`config.mk`:
```
export PLATFORM = sky130hd
export DESIGN_NAME = fft_frame_loader_flat
export DESIGN_NICKNAME = d
export VERILOG_FILES = /design/src/rtl/fft_frame_loader_pkg.sv /design/src/rtl/fft_frame_loader_if.sv /design/src/rtl/fft_frame_loader_bit_reverse.sv /design/src/rtl/fft_frame_loader.sv /design/src/flat_wrapper.sv
export SDC_FILE = /design/constraint.sdc
export NUM_CORES = 1
export LEC_CHECK = 0
export CORE_MARGIN = 2
export CORE_UTILIZATION = 40
export CTS_BUF_LIST = sky130_fd_sc_hd__clkbuf_2
export DETAILED_ROUTE_END_ITERATION = 10
export HOLD_SLACK_MARGIN = 0.06
export MAX_ROUTING_LAYER = met4
export PLACE_DENSITY = 0.72
export SETUP_SLACK_MARGIN = 0.1
export SYNTH_ARGS = -nofsm -noshare
export SYNTH_HDL_FRONTEND = slang
export SYNTH_SLANG_ARGS = --single-unit
```
`constraint.sdc`:
```
create_clock -name clk -period 1.5 [get_ports clk]
set_clock_uncertainty 0.1 [all_clocks]
set_input_delay 0.225 -clock clk [delete_from_list [all_inputs] [get_ports clk]]
set_output_delay 0.225 -clock clk [all_outputs]
set_load 0.02 [all_outputs]
```
`src/rtl/fft_frame_loader_pkg.sv`:
```
// Constants shared by the FP4 FFT sample memory, its write-side loader and the FFT core,
// plus the loader's FSM state encoding.
package fft_frame_loader_pkg;

    localparam int N_POINTS = 32;
    localparam int ADDR_W   = 5;
    localparam int DATA_W   = 8;

    typedef enum logic {
        FILL = 1'b0,
        FULL = 1'b1
    } state_t;

endpackage

```
`src/rtl/fft_frame_loader_if.sv`:
```
// Sample stream, memory write port and core handshake seen by the frame loader.
// slave = loader side, master = environment (source, memory, FFT core).
interface fft_frame_loader_if;
    import fft_frame_loader_pkg::*;

    logic              s_valid;
    logic [DATA_W-1:0] s_data;
    logic              s_ready;
    logic              wr_en_1;
    logic [ADDR_W-1:0] wr_addr_1;
    logic [DATA_W-1:0] wr_data_1;
    logic              bank_sel;
    logic              proc_start;
    logic              proc_done;
    logic [15:0]       frame_cnt;

    modport slave (
        input  s_valid, s_data, proc_done,
        output s_ready, wr_en_1, wr_addr_1, wr_data_1, bank_sel, proc_start, frame_cnt
    );

    modport master (
        output s_valid, s_data, proc_done,
        input  s_ready, wr_en_1, wr_addr_1, wr_data_1, bank_sel, proc_start, frame_cnt
    );

endinterface

```
`src/rtl/fft_frame_loader_bit_reverse.sv`:
```
// Purely combinational bit reversal of a W-bit address; also used by the FFT core's
// address generator.
module fft_frame_loader_bit_reverse
    import fft_frame_loader_pkg::*;
#(
    parameter int W = ADDR_W
) (
    input  logic [W-1:0] in_addr,
    output logic [W-1:0] out_addr
);

    genvar gi;
    generate
        for (gi = 0; gi < W; gi++) begin : g_bit
            assign out_addr[gi] = in_addr[W-1-gi];
        end
    endgenerate

endmodule

```
`src/rtl/fft_frame_loader.sv`:
```
// Write-side controller of the ping-pong FFT sample memory: stores one frame into the
// filling bank, then swaps banks and starts the core once the core is idle.
module fft_frame_loader
    import fft_frame_loader_pkg::*;
#(
    parameter bit BIT_REVERSE = 1'b1
) (
    input  logic                clk,
    input  logic                rst,
    fft_frame_loader_if.slave   bus
);

    state_t            state_q, state_d;
    logic [ADDR_W-1:0] idx_q, idx_d;
    logic              busy_q, busy_d;
    logic              bank_sel_q, bank_sel_d;
    logic              wr_en_q, wr_en_d;
    logic [ADDR_W-1:0] wr_addr_q, wr_addr_d;
    logic [DATA_W-1:0] wr_data_q, wr_data_d;
    logic              proc_start_q, proc_start_d;
    logic [15:0]       frame_cnt_q, frame_cnt_d;

    logic              ready;
    logic              xfer;
    logic              core_idle;
    logic [ADDR_W-1:0] idx_rev;

    fft_frame_loader_bit_reverse #(
        .W (ADDR_W)
    ) u_bit_reverse (
        .in_addr  (idx_q),
        .out_addr (idx_rev)
    );

    // rst gates ready so the source sees no acceptance while reset is held.
    assign ready     = rst && (state_q == FILL);
    assign xfer      = bus.s_valid && ready;
    assign core_idle = !busy_q || bus.proc_done;

    always_comb begin
        state_d      = state_q;
        idx_d        = idx_q;
        busy_d       = busy_q && !bus.proc_done;
        bank_sel_d   = bank_sel_q;
        wr_en_d      = 1'b0;
        wr_addr_d    = wr_addr_q;
        wr_data_d    = wr_data_q;
        proc_start_d = 1'b0;
        frame_cnt_d  = frame_cnt_q;

        case (state_q)
            FILL: begin
                if (xfer) begin
                    wr_en_d   = 1'b1;
                    wr_addr_d = BIT_REVERSE ? idx_rev : idx_q;
                    wr_data_d = bus.s_data;
                    idx_d     = idx_q + 1'b1;
                    if (idx_q == ADDR_W'(N_POINTS - 1)) begin
                        state_d = FULL;
                    end
                end
            end
            FULL: begin
                // A swap re-arms busy even if proc_done arrives on the same edge.
                if (core_idle) begin
                    state_d      = FILL;
                    bank_sel_d   = !bank_sel_q;
                    proc_start_d = 1'b1;
                    busy_d       = 1'b1;
                    frame_cnt_d  = frame_cnt_q + 16'd1;
                end
            end
            default: state_d = FILL;
        endcase
    end

    always_ff @(posedge clk or negedge rst) begin
        if (!rst) begin
            state_q      <= FILL;
            idx_q        <= '0;
            busy_q       <= 1'b0;
            bank_sel_q   <= 1'b0;
            wr_en_q      <= 1'b0;
            wr_addr_q    <= '0;
            wr_data_q    <= '0;
            proc_start_q <= 1'b0;
            frame_cnt_q  <= '0;
        end else begin
            state_q      <= state_d;
            idx_q        <= idx_d;
            busy_q       <= busy_d;
            bank_sel_q   <= bank_sel_d;
            wr_en_q      <= wr_en_d;
            wr_addr_q    <= wr_addr_d;
            wr_data_q    <= wr_data_d;
            proc_start_q <= proc_start_d;
            frame_cnt_q  <= frame_cnt_d;
        end
    end

    assign bus.s_ready    = ready;
    assign bus.wr_en_1    = wr_en_q;
    assign bus.wr_addr_1  = wr_addr_q;
    assign bus.wr_data_1  = wr_data_q;
    assign bus.bank_sel   = bank_sel_q;
    assign bus.proc_start = proc_start_q;
    assign bus.frame_cnt  = frame_cnt_q;

endmodule

```
`src/flat_wrapper.sv`:
```
// flat-port wrapper written by rule: the top's interface ports become plain ports
module fft_frame_loader_flat import fft_frame_loader_pkg::*;
#(
    parameter bit BIT_REVERSE = 1'b1
)
  (clk, rst, bus_s_valid, bus_s_data, bus_proc_done, bus_s_ready, bus_wr_en_1, bus_wr_addr_1, bus_wr_data_1, bus_bank_sel, bus_proc_start, bus_frame_cnt);
  fft_frame_loader_if bus_i ();
  input  logic clk;
  input  logic rst;
  input wire logic [$bits(bus_i.s_valid)-1:0] bus_s_valid;
  input wire logic [$bits(bus_i.s_data)-1:0] bus_s_data;
  input wire logic [$bits(bus_i.proc_done)-1:0] bus_proc_done;
  output wire logic [$bits(bus_i.s_ready)-1:0] bus_s_ready;
  output wire logic [$bits(bus_i.wr_en_1)-1:0] bus_wr_en_1;
  output wire logic [$bits(bus_i.wr_addr_1)-1:0] bus_wr_addr_1;
  output wire logic [$bits(bus_i.wr_data_1)-1:0] bus_wr_data_1;
  output wire logic [$bits(bus_i.bank_sel)-1:0] bus_bank_sel;
  output wire logic [$bits(bus_i.proc_start)-1:0] bus_proc_start;
  output wire logic [$bits(bus_i.frame_cnt)-1:0] bus_frame_cnt;
  assign bus_i.s_valid = bus_s_valid;
  assign bus_i.s_data = bus_s_data;
  assign bus_i.proc_done = bus_proc_done;
  assign bus_s_ready = bus_i.s_ready;
  assign bus_wr_en_1 = bus_i.wr_en_1;
  assign bus_wr_addr_1 = bus_i.wr_addr_1;
  assign bus_wr_data_1 = bus_i.wr_data_1;
  assign bus_bank_sel = bus_i.bank_sel;
  assign bus_proc_start = bus_i.proc_start;
  assign bus_frame_cnt = bus_i.frame_cnt;
  fft_frame_loader #(.BIT_REVERSE(BIT_REVERSE)) u_core (.clk(clk), .rst(rst), .bus(bus_i));
endmodule
```
# After elaboration in Yosys (flattened, before gate mapping)

Index checks and enable logic that the tools add are counted.

Bits in registers: 39
Input bits: 12
Output and inout port bits: 33
Logic and storage cells: 32

Equal/unequal tests: 1
Muxes and demuxes: 10
Bitwise operators: 1
Reduce and logical (&&, ||, !) cells: 9
Add/subtract/negate cells: 2

Operators by type and width:

| cell                                           | count |
|---|---|
| adder 16 x 1 -> 16 bit (second input constant) | 1 |
| 2-to-1 mux 1 bit                               | 9 |
| adder 5 x 1 -> 5 bit (second input constant)   | 1 |
| == test 5 bit (second input constant)          | 1 |
| AND reduction 2 bit                            | 2 |
| logical AND 1 bit                              | 3 |
| logical NOT 1 bit                              | 3 |
| case mux 1 bit (2 select lines)                | 1 |
| logical OR 1 bit                               | 1 |
| inverter 1 bit                                 | 1 |

# Longest topological paths before layout

Depth in word-level cells: 5
Gate-level depth with buffers: 5
Mapped depth without buffers: 4

# Cells and area by module

A second synthesis with hierarchy kept.

Cell total of the unflattened synthesis: 125
Area, all modules: 1619.1 um2

Modules (own cells, without submodules):

| module                       | times used | area an instance (um2) | cells each |
|---|---|---|---|
| fft_frame_loader             | 1          | 1581.5                 | 120 |
| fft_frame_loader_bit_reverse | 1          | 37.5                   | 5 |

# Worst setup path after synthesis

OpenSTA, ideal clock, no wires.

Kind: register to register
Start: register u_core.state_q
End: register u_core.wr_addr_q[0] (netlist: u_core.bus.wr_addr_1[0])
Setup slack: -193 ps
Cell stages (with the launch flop): 5
Clock period less this slack: 1693 ps
Arrival time: 1465 ps
Path buffers: 1
Required time: 1272 ps
Path through: dfrtp_1 -> nor2b_1 -> and2_1 -> buf_2 -> mux2_1

Word-level cells in the longest chain between the ends: 4

RTL lines:

| what                                 | line                   | text |
|---|---|---|
| start: declaration                   | fft_frame_loader.sv:13 | `state_t state_q, state_d;` |
| start signal: assignment             | fft_frame_loader.sv:89 | `state_q <= state_d;` |
| inverter 1 bit                       | fft_frame_loader.sv:36 | `assign ready = rst && (state_q == FILL);` |
| logical AND 1 bit                    | fft_frame_loader.sv:36 |  |
| named net bus_s_ready                | flat_wrapper.sv:13     | `output wire logic [$bits(bus_i.s_ready)-1:0] bus_s_ready;` |
| logical AND 1 bit                    | fft_frame_loader.sv:37 | `assign xfer = bus.s_valid && ready;` |
| AND reduction 2 bit (no source line) | -                      |  |
| end signal: assignment               | fft_frame_loader.sv:94 | `wr_addr_q <= wr_addr_d;` |
| end: declaration                     | fft_frame_loader.sv:18 | `logic [ADDR_W-1:0] wr_addr_q, wr_addr_d;` |

The timed path passes the listed nets, and every way through them passes these cells.
A chain may end at the register's enable or synchronous reset.

# Final worst setup path

Start: register u_core.state_q
End: register u_core.wr_data_q[0] (netlist: u_core.bus.wr_data_1[0])

Word-level cells in the longest chain between the ends: 4

RTL lines:

| what                                   | line                   | text |
|---|---|---|
| inverter 1 bit *                       | fft_frame_loader.sv:36 |  |
| logical AND 1 bit                      | fft_frame_loader.sv:36 |  |
| logical AND 1 bit                      | fft_frame_loader.sv:37 |  |
| AND reduction 2 bit (no source line) * | -                      |  |
| end signal: assignment                 | fft_frame_loader.sv:95 | `wr_data_q <= wr_data_d;` |
| end: declaration                       | fft_frame_loader.sv:19 | `logic [DATA_W-1:0] wr_data_q, wr_data_d;` |

Every way passes the cells marked *; elsewhere a longest branch is shown, timed or not.

==> results_dict.tcl <==
set metrics [dict create \
    clock.fmax_mhz 663.0 \
    synthSimpleGateAreaFrac 0.1278 \
    track_usage 0.1654 \
    syn_inst 112 \
    critPathSlowestCell "dfrtp_1" \
    critPathCaptureType "register" \
    syn-cell-area_um2 1587 \
    drv_cap 0 \
    ant_nets 0 \
    io_buffers 44 \
    drc 0 \
    startpoint "u_core.state_q$_DFF_PN0_" \
    finalWeightedCongestion 0.7908 \
    tns_ns -0.01472 \
    grt_pass1_vias 1165 \
    worst-path-max-fanout 5 \
    synth-edff-count 0 \
    ys_types 19 \
    use_met1 0.2102 \
    drive_above_1_share 0.5922 \
    ys_top_cells_by_area "dfrtp_1 62%, mux2_1 11%, xnor2_1 7.2%" \
    dieArea_um2 4486 \
    fin_util 0.6711 \
    clockBufferDepth 2 \
    synth_nets 127 \
    busiest_layer "met2" \
    critPathArrivalTime_ns 1.68 \
    die_h_um 66.98 \
    yosysMostFrequentCell "dfrtp_1" \
    ir_drop_uv 863.6 \
    clock_latency_ns 0.37 \
    power_density_nw_per_um2 1063 \
    drtIter0Drc 35 \
    fin_crit_ns 1.508 \
    cts.clk_slew.worst_paths_ns 0.19 \
    ys_top_cells_by_count "39 x dfrtp_1, 16 x mux2_1, 13 x xnor2_1" \
    grt_pass1_wl_mm 5.395 \
    synthXorXnorAreaFrac 0.1049 \
    fin_nets 220 \
    violations "negative setup slack" \
    met3_usage 0.03716 \
    cp_cell_sequence "nor2b_4, buf_4, and2_4, mux2_4" \
    status "complete, but fails checks" \
    antennaDiodeCount 0 \
    fp.dieW_um 66.98 \
    grt_overflow 0 \
    synth_area_per_cell_um2 14.17 \
    grt_max_degree 40 \
    dp_hpwl_mm 2.109 \
    vias 1208 \
    io_pins 45 \
    drtPass1Iterations 4 \
    yosys_warnings 0 \
    slew_viol_final 0 \
    hold_viol 0 \
    rows 22 \
    crit_type "register to register" \
    grt_antenna_before_repair 0 \
    core_um2 3744 \
    synth_flop_cell "dfrtp_1" \
    routed_via_density 4.756 \
    cts_tree "built" \
    htreeDepth 2 \
    wire_per_inst_um 14.98 \
    period_share 1.006 \
    synth_seq_cells 39 \
    tightest_slew_ns 0.4855 \
    yosys.area.top_type "dfrtp_1" \
    yosysTopAreaCellShare 0.6151 \
    seq_area_frac_synth 0.6151 \
    crit_required_ns 1.67 \
    synth_compound_area_frac 0.005521 \
    area_growth_pct 58.36 \
    crit_path_start_kind "register" \
    grtUsageMet2 0.2650 \
    initial_core_util 0.4238 \
    maxSlewHeadroom 0.6763 \
    hold_path.class "input port to async pin" \
    setup_violations 5 \
    cts_made_buffers 5 \
    yosys.area_share.adder 0.02366 \
    slowest_delay_ns 0.47 \
    rsz0062_at_grt "true" \
    postLayoutSetupSlackWorst_ns -0.008363 \
    clock-root-buffer "clkbuf_2" \
    reg2reg_from "u_core.state_q$_DFF_PN0_" \
    cts_sinks 39 \
    ys_async_sr_fraction 1.000 \
    synth.area.mux_share 0.1136 \
    p_leak_uw 0.001264 \
    postRouteWirelength_mm 3.806 \
    synth_top_family_by_area "simple AND/OR/NAND/NOR gates" \
]
-- cells in the final DEF (no fill, tap or decap), types with 3 or more instances in the layout --
cell type	Yosys	final
mux2_1	16	6
and2_4	0	3
clkbuf_2	0	6
clkdlybuf4s50_1	0	10
and3_4	0	4
nand4_1	5	5
dfrtp_1	39	30
xor2_1	6	5
buf_4	0	34
nand2_1	7	6
buf_6	0	12
xnor2_1	13	12
dfrtp_2	0	9
clkdlybuf4s15_2	0	4
mux2_4	0	10
buf_2	3	25
-- cell type report --
type | instances | area, µm²
Fill cell | 297 | 1231
Clock buffer | 6 | 30.03
Clock inverter | 2 | 7.507
Tap cell | 48 | 60.06
Multi-Input combinational cell | 73 | 757.0
Timing Repair Buffer | 86 | 670.6
Sequential cell | 39 | 987.2
-- cells by family (layout without fill, tap and decap cells) --
family,count (synthesis),in the layout
muxes,16,16
and+or+nand+nor,31,34
buffers and inverters,3,94
xor gates and xnor gates,19,19
DFF,39,39
adders and majority gates,3,3
AOI/OAI and AO/OA,1,1
-- path summary, 6_finish.rpt --
kind,slack (ns),to,cells past startpoint
setup / recovery,-0.008,u_core.bus.wr_data_1[0]$_DFFE_PN0P_,4
hold / removal,0.33,u_core.bus.frame_cnt[0]$_DFFE_PN0P_,3
setup reg to reg,-0.008,u_core.bus.wr_data_1[0]$_DFFE_PN0P_,4
hold reg to reg,0.40,u_core.bus.wr_data_1[2]$_DFFE_PN0P_,1
max in group asynchronous,0.60,u_core.bus.frame_cnt[6]$_DFFE_PN0P_,3
min in group clk,0.34,u_core.bus.wr_data_1[2]$_DFFE_PN0P_,2
-- per-layer routing --
metal	up-vias	wire (µm)
met5	-	0
met4	0	15
met2	37	1985
met3	2	195
li1	573	-
met1	596	1610
-- through the flow --
stage	std cells	hold slack, ns	instance area [µm²]	total power, µW	setup WS (ns)
6_report	254	0.3335	2512	2671	-0.008363
5_1_grt	254	0.3223	2512	2838	-0.07005
4_1_cts	235	0.2236	2366	2588	0.01622
3_5_place_dp	210	0.2285	2195	2125	-0.2871
3_3_place_gp	210	0.2251	2195	2107	-0.2560
2_1_floorplan	112	-0.1706	1659	1737	0.05444
-- report_power, final --
| part | total, µW | internal, µW | switching, µW |
|---|---|---|---|
| combinational | 873 | 488 | 385 |
| sequential | 1370 | 1230 | 132 |
| clock | 432 | 112 | 319 |
-- timing repair --
item,in CTS,in global routing
gates cloned,0,3
gates resized for setup,113,52
pin swaps,10,5
endpoints found under the setup margin,58,55
setup buffers,16,16
hold buffers,1,0
endpoints found under the hold margin,39,0
-- worst max-delay path: cells and delay by family (launching register included) --
family / cells / cell delay, ns
buffers and inverters: 1 / 0.14
flip-flops: 1 / 0.47
multiplexers: 1 / 0.31
AND/OR/NAND/NOR: 2 / 0.39
-- registers in the layout, summed over array words and instances (netlist names), 5 cells and up --
signal                flops
u_core.bus.frame_cnt     16
u_core.bus.wr_data_1      8
u_core.bus.wr_addr_1      5
u_core.idx_q              5
Note: power is estimated with default switching activity, not from simulation.
==> edit 1: new RTL, config.mk and constraints unchanged <==
Take the reset off `wr_addr_q` and `wr_data_q` and load them in a clocked block of their own.
--- a/src/rtl/fft_frame_loader.sv
+++ b/src/rtl/fft_frame_loader.sv
@@ -82,6 +82,4 @@
             bank_sel_q   <= 1'b0;
             wr_en_q      <= 1'b0;
-            wr_addr_q    <= '0;
-            wr_data_q    <= '0;
             proc_start_q <= 1'b0;
             frame_cnt_q  <= '0;
@@ -92,9 +90,12 @@
             bank_sel_q   <= bank_sel_d;
             wr_en_q      <= wr_en_d;
-            wr_addr_q    <= wr_addr_d;
-            wr_data_q    <= wr_data_d;
             proc_start_q <= proc_start_d;
             frame_cnt_q  <= frame_cnt_d;
         end
+    end
+
+    always_ff @(posedge clk) begin
+        wr_addr_q <= wr_addr_d;
+        wr_data_q <= wr_data_d;
     end
 
Function: differs if rst is asserted again (counterexample within 4 cycles, from zero or initial values and one cycle with rst low); with rst held inactive, the same outputs for 10 cycles.
==> edit 1 against the unedited design <==
  * Area after synthesis down 6.4%
  * Cell count down 7.5%
  * Clock power up 2%
  * Critical path type unchanged
  * Final area down 9.0%
  * Largest power group unchanged
  * Synthesized cell count down 9.8%
  * Die area down 6.0%
  * Power down 17%
  * Maximum frequency up 4.6%
  * Worst setup slack better by 0.066 ns
  * Sequential cell count unchanged
  * Critical path depth unchanged
  * Wire length down 20%
==> edit 1: results (changes against the unedited design) <==
Yosys
  – Seq/Total Area, Yosys: 70.1% (was 61.5%)
  – Syn_nets: 116 (was 127)
  – Post-synthesis cell type count: 21 (was 19)
  – Number of synthesized flops with an enable pin: 13 (was 0)
  – Synth cell count leaders: 26 x dfrtp_1, 16 x xnor2_1, 13 x edfxtp_1 (was 39 x dfrtp_1, 16 x mux2_1, 13 x xnor2_1)
  – Cells after synthesis: 101 (was 112)
  – Synth top area cells: dfrtp_1 44%, edfxtp_1 26%, xnor2_1 9.4%, nand3_1 2.7%, ha_1 2.5% (was dfrtp_1 62%, mux2_1 11%, xnor2_1 7.2%, xor2_1 3.3%, ha_1 2.4%)
  – Synth async-reset ratio: 66.7% (was 100%)
  – Yosys warning total: 0 (unchanged)
  – Top_reg_cell synth: dfrtp_1 (unchanged)

CTS
  – Clock root cell: clkbuf_2 (unchanged)
  – Reg clk slew, reported paths: about 0.18 ns
  – CTS Buffer Depth: 2 (unchanged)
  – Total CTS buffers: 5 (unchanged)
  – H-tree lvl count: 2 (unchanged)
  – Worst-Skew Late Latency: 0.39 ns (was 0.37 ns)

Detailed routing
  – DR vias: 1087 (was 1208)
  – Drt first pass iters: 4 (unchanged)
  – Highest metal used: met4 (unchanged)
  – DR WL/cell: 13.0 um (was 15.0 um)
  – Met3 routed WL: 239 um (was 195 um)
  – M1 WL: 1.19 mm (was 1.61 mm)
  – Met2 WL: 1.58 mm (was 1.99 mm)
  – 1st-iter DRT viols: 13 (was 35)

Global routing
  – Met3 track utilization from global routing: 4.69% (was 3.72%)
  – Grt total ovfl: 0 (unchanged)
  – Met1 usage: 17.2% (was 21.0%)
  – Total GRT Usage: 16.4% (was 16.5%)
  – First-pass GRT wire length: 4.87 mm (was 5.40 mm)
  – Met2 Usage GRT: 28.1% (was 26.5%)
  – Pin count of the biggest net entering global routing: 27 (was 40)

Power and ir drop
  – Net switching fraction of the power: 26.6% (was 31.3%)
  – PD cells: 972 nW/um^2 (was 1060 nW/um^2)
  – LEAKAGE: 1.12 nW (was 1.26 nW)
  – Worst VDD drop: 471 uV (was 864 uV)
  – P_clk: 0.440 mW (was 0.432 mW)
  – Combinational Power Share: 20.8% (was 32.7%)

Layout
  – Non-filler instance count after layout: 235 (was 254)
  – ANT cells: 0 (unchanged)
  – Proportion of layout cells with a drive suffix above 1: 54.5% (was 59.2%)

Placement
  – GPL Wtd Cong: 0.716 (was 0.791)
  – Buffers added on ports: 44 (unchanged)
  – Placed Cells: 203 (was 210)
  – DP Area: 2120 sq um (was 2190 sq um)
  – HPWL Detailed: 1.94 mm (was 2.11 mm)
  – Pre-CTS setup slack: -0.293 ns (was -0.287 ns)

Critical path
  – Crit-path max cell delay: 0.42 ns (was 0.47 ns)
  – Worst Path Max Fanout: 2 (was 5)
  – CP arrival: 1.63 ns (was 1.68 ns)
  – Slowest library cell on the worst path: dfrtp_1 (unchanged)

Flow run
  – Maxcap violations: 0 (unchanged)

STA
  – Rel. slew slack: 74.1% (was 67.6%)
  – Final setup TNS: 0 ns (was -0.0147 ns)

Worst hold path
  – Hold crit path type: in -> async (unchanged)

Status
  – Status: finished clean (was finished with violations)
## edit 1: cell count changes after synthesis, sizes merged, moves of 2 or more
cell | before | now
mux2 | 16 | 3
nand4 | 6 | 4
nand3 | 3 | 8
edfxtp | 0 | 13
xnor2 | 13 | 16
dfrtp | 39 | 26
nand2 | 7 | 9
inv | 0 | 2
xor2 | 6 | 3
## edit 1: final cells by class
type / count / area, sq um
clock buffers: 7 / 35.0
clock inverters: 1 / 5.00
fillers: 293 / 1320
inverters: 2 / 10.0
multi-input cells: 58 / 528
flip-flops and latches: 39 / 1050
well taps: 48 / 60.1
repair buffers: 80 / 601
## edit 1: cells by family after synthesis
kind of cell    Yosys count  synth area share (%)
flops                    39                  70.1
simple gates             32                  12.4
xor+xnor                 19                  11.2
buf+inv                   4                  1.18
mux                       3                  2.27
fa+ha+maj                 3                  2.53
compound gates            1                 0.337
## edit 1: timing repair
item / CTS / global route
setup buffers: 21 / 3
endpoints found under the setup margin: 45 / 34
resized for setup: 114 / 39
cloned: 0 / 0
pin swaps: 3 / 10
## edit 1: worst reg2reg max path, stage by stage, from the launching register on
cell,delay (ns)
dfrtp_1,0.42
ha_2,0.20
and3_4,0.17
ha_4,0.20
mux2_4,0.25
## edit 1: path summary, 6_finish.rpt
kind,startpoint,to,slack (ns),depth (start not counted)
hold / removal,rst,u_core.bus.proc_start,0.13,2
setup reg to reg,u_core.idx_q[0],u_core.idx_q[4],0.06,4
setup / recovery,u_core.idx_q[0],u_core.idx_q[4],0.06,4
min in group clk,bus_s_data[3],u_core.bus.wr_data_1[3],0.29,1
max in group asynchronous,rst,u_core.bus.frame_cnt[15],0.91,2
hold reg to reg,u_core.idx_q[3],u_core.idx_q[3],0.42,1
==> edit 2: new RTL, same settings <==
Without the edit above. Set the package constant `ADDR_W` to 4 (it was 5).
--- a/src/rtl/fft_frame_loader_pkg.sv
+++ b/src/rtl/fft_frame_loader_pkg.sv
@@ -4,5 +4,5 @@
 
     localparam int N_POINTS = 32;
-    localparam int ADDR_W   = 5;
+    localparam int ADDR_W   = 4;
     localparam int DATA_W   = 8;
 
Interface: changed (resized bus_wr_addr_1); port bits go from 45 to 44. The function was not compared with the original's and may differ.
==> edit 2 against the unedited design <==
  * The flow still finishes with violations (negative setup slack)
  * Final area shrank 4.5%
  * Area after synthesis shrank 2.3%
  * Power grew 28%
  * Highest routed layer unchanged
  * Worst setup slack lost 0.019 ns
  * Sequential cell count shrank 2
  * Wire length shrank 9.0%
==> edit 2: results (changes against the unedited design) <==
STA
  – Final setup TNS: -0.0271 ns (was -0.0147 ns)
  – Rel. slew slack: 69.7% (was 67.6%)
  – Final setup margin: -0.0271 ns (was -0.00836 ns)
  – Final setup violation count: 1 (was 5)

Detailed routing
  – DR WL/cell: 13.9 um (was 15.0 um)
  – Via density: 4.76 (about the same)
  – 1st-iter DRT viols: 35 (unchanged)

Global routing
  – Total GRT Usage: 17.6% (was 16.5%)
  – Pin count of the biggest net entering global routing: 38 (was 40)
  – First-pass GRT wire length: 5.49 mm (was 5.40 mm)
  – Vias in the first global route: 1197 (was 1165)

Placement
  – Buffers added on ports: 43 (was 44)
  – HPWL Detailed: 2.10 mm (was 2.11 mm)
  – GPL Wtd Cong: 0.747 (was 0.791)

Worst hold path
  – Hold crit path type: in -> reg (was in -> async)

Power and ir drop
  – LEAKAGE: 1.24 nW (was 1.26 nW)
  – Worst VDD drop: 887 uV (was 864 uV)

Yosys
  – Seq/Total Area, Yosys: 59.7% (was 61.5%)
  – Post-synthesis cell type count: 25 (was 19)
  – Synth async-reset ratio: 100% (unchanged)
  – Yosys warning total: 0 (unchanged)
  – Synth top area cells: dfrtp_1 60%, mux2_2 6.5%, xnor2_1 5.6%, xor2_1 5.1%, mux2_4 4.8% (was dfrtp_1 62%, mux2_1 11%, xnor2_1 7.2%, xor2_1 3.3%, ha_1 2.4%)
  – Syn_nets: 126 (was 127)
  – Synth cell count leaders: 37 x dfrtp_1, 10 x xnor2_1, 9 x mux2_2, 9 x xor2_1, 8 x nand2_1 (was 39 x dfrtp_1, 16 x mux2_1, 13 x xnor2_1)

Status
  – Status: finished with violations (unchanged)
  – Failing checks: negative setup slack (unchanged)

CTS
  – CTS Buffer Depth: 2 (unchanged)
  – Reg clk slew, reported paths: approximately 0.18 ns
  – H-tree lvl count: 2 (unchanged)

Critical path
  – CP arrival: 1.73 ns (was 1.68 ns)
  – Worst Setup SP: u_core.bus.frame_cnt[5] (was u_core.state_q)
  – Worst setup path endpoint: u_core.bus.frame_cnt[11] (was u_core.bus.wr_data_1[0])
  – Worst r2r path cells: 5 (was 4)

Layout
  – Max FFs per register: 16 (unchanged)
  – Layout Nets: 214 (was 220)
  – Non-filler instance count after layout: 249 (was 254)
  – ANT cells: 0 (unchanged)
  – Proportion of layout cells with a drive suffix above 1: 59.2% (about the same)
-- edit 2: cell count changes in the layout (fill, tap and decap cells not counted), sizes merged, moves of 2 or more --
cell / unedited run / this run
xnor2: 13 / 10
clkdlybuf4s15: 4 / 0
dfrtp: 39 / 37
and3: 5 / 1
mux2: 16 / 14
nor3: 0 / 2
and2: 5 / 3
xor2: 6 / 9
nor2: 1 / 5
-- edit 2: kinds of logic (layout without fill, tap and decap cells) --
family / after synthesis / in the layout / synth area share [%]
xor gates and xnor gates: 19 / 19 / 10.7
AOI/OAI and AO/OA: 1 / 1 / 0.565
and+or+nand+nor: 35 / 36 / 13.4
muxes: 14 / 14 / 11.4
adders and majority gates: 2 / 2 / 1.61
buffers and inverters: 4 / 92 / 2.58
DFF: 37 / 37 / 59.7
-- edit 2: critical path, stage by stage, from the launching register on --
cell and delay, ns:
dfrtp_2 0.42, buf_4 0.13, nand3_4 0.14, and4bb_2 0.39
nand4_1 0.12, xnor2_1 0.14
-- edit 2: final cells by class --
| cell class | instances | area, sq um |
|---|---|---|
| fill | 299 | 1290 |
| sequential | 37 | 935 |
| multi-input combinational | 72 | 738 |
| timing repair buffer | 83 | 599 |
| tap | 48 | 60.1 |
| clock inverter | 2 | 33.8 |
| clock buffer | 6 | 30.0 |
| inverter | 1 | 3.75 |
-- edit 2: how the worst min path moves through the flow --
| stage | startpoint | end | slack, ns | depth (start not counted) |
|---|---|---|---|---|
| 2_1_floorplan | rst | u_core.bus.bank_sel | -0.17 | 0 |
| 3_3_place_gp | rst | u_core.bus.wr_data_1[7] | 0.22 | 2 |
| 3_5_place_dp | rst | u_core.bus.frame_cnt[15] | 0.23 | 2 |
| 4_1_cts | rst | u_core.bus.wr_en_1 | 0.17 | 3 |
| 5_1_grt | rst | u_core.bus.wr_en_1 | 0.28 | 4 |
| 6_report | rst | u_core.bus.wr_en_1 | 0.31 | 4 |
-- edit 2: report_power, final --
part,internal (mW),switching [mW],leakage [nW]
Clock,0.285,0.322,0.0406
Combinational,0.694,0.594,0.734
Sequential,1.28,0.236,0.462
-- edit 2: stage by stage --
step           cell area, sq um  util, %  setup slack (ns)
3_3_place_gp               2120     57.5            -0.178
3_5_place_dp               2120     57.5            -0.214
4_1_cts                    2310     62.8           -0.0204
2_1_floorplan              1600        -           -0.0433
5_1_grt                    2400     65.1           -0.0944
6_report                   2400     65.1           -0.0271
-- edit 2: what timing repair did --
item,4_1_cts,5_1_grt
cloned,1,0
gates resized for setup,128,37
pin swaps,12,17
setup buffers,25,4
hold buffers,1,0
setup endpoints to repair,57,42
endpoints found under the hold margin,37,0
-- edit 2: layer usage --
layer  vias to the layer above  wire [um]  track usage [%]
met5                         -          0                -
met4                         0         52             5.36
met3                         5        193             6.64
met2                        31       1800             29.1
met1                       588       1420             19.8
li1                        561          -                -
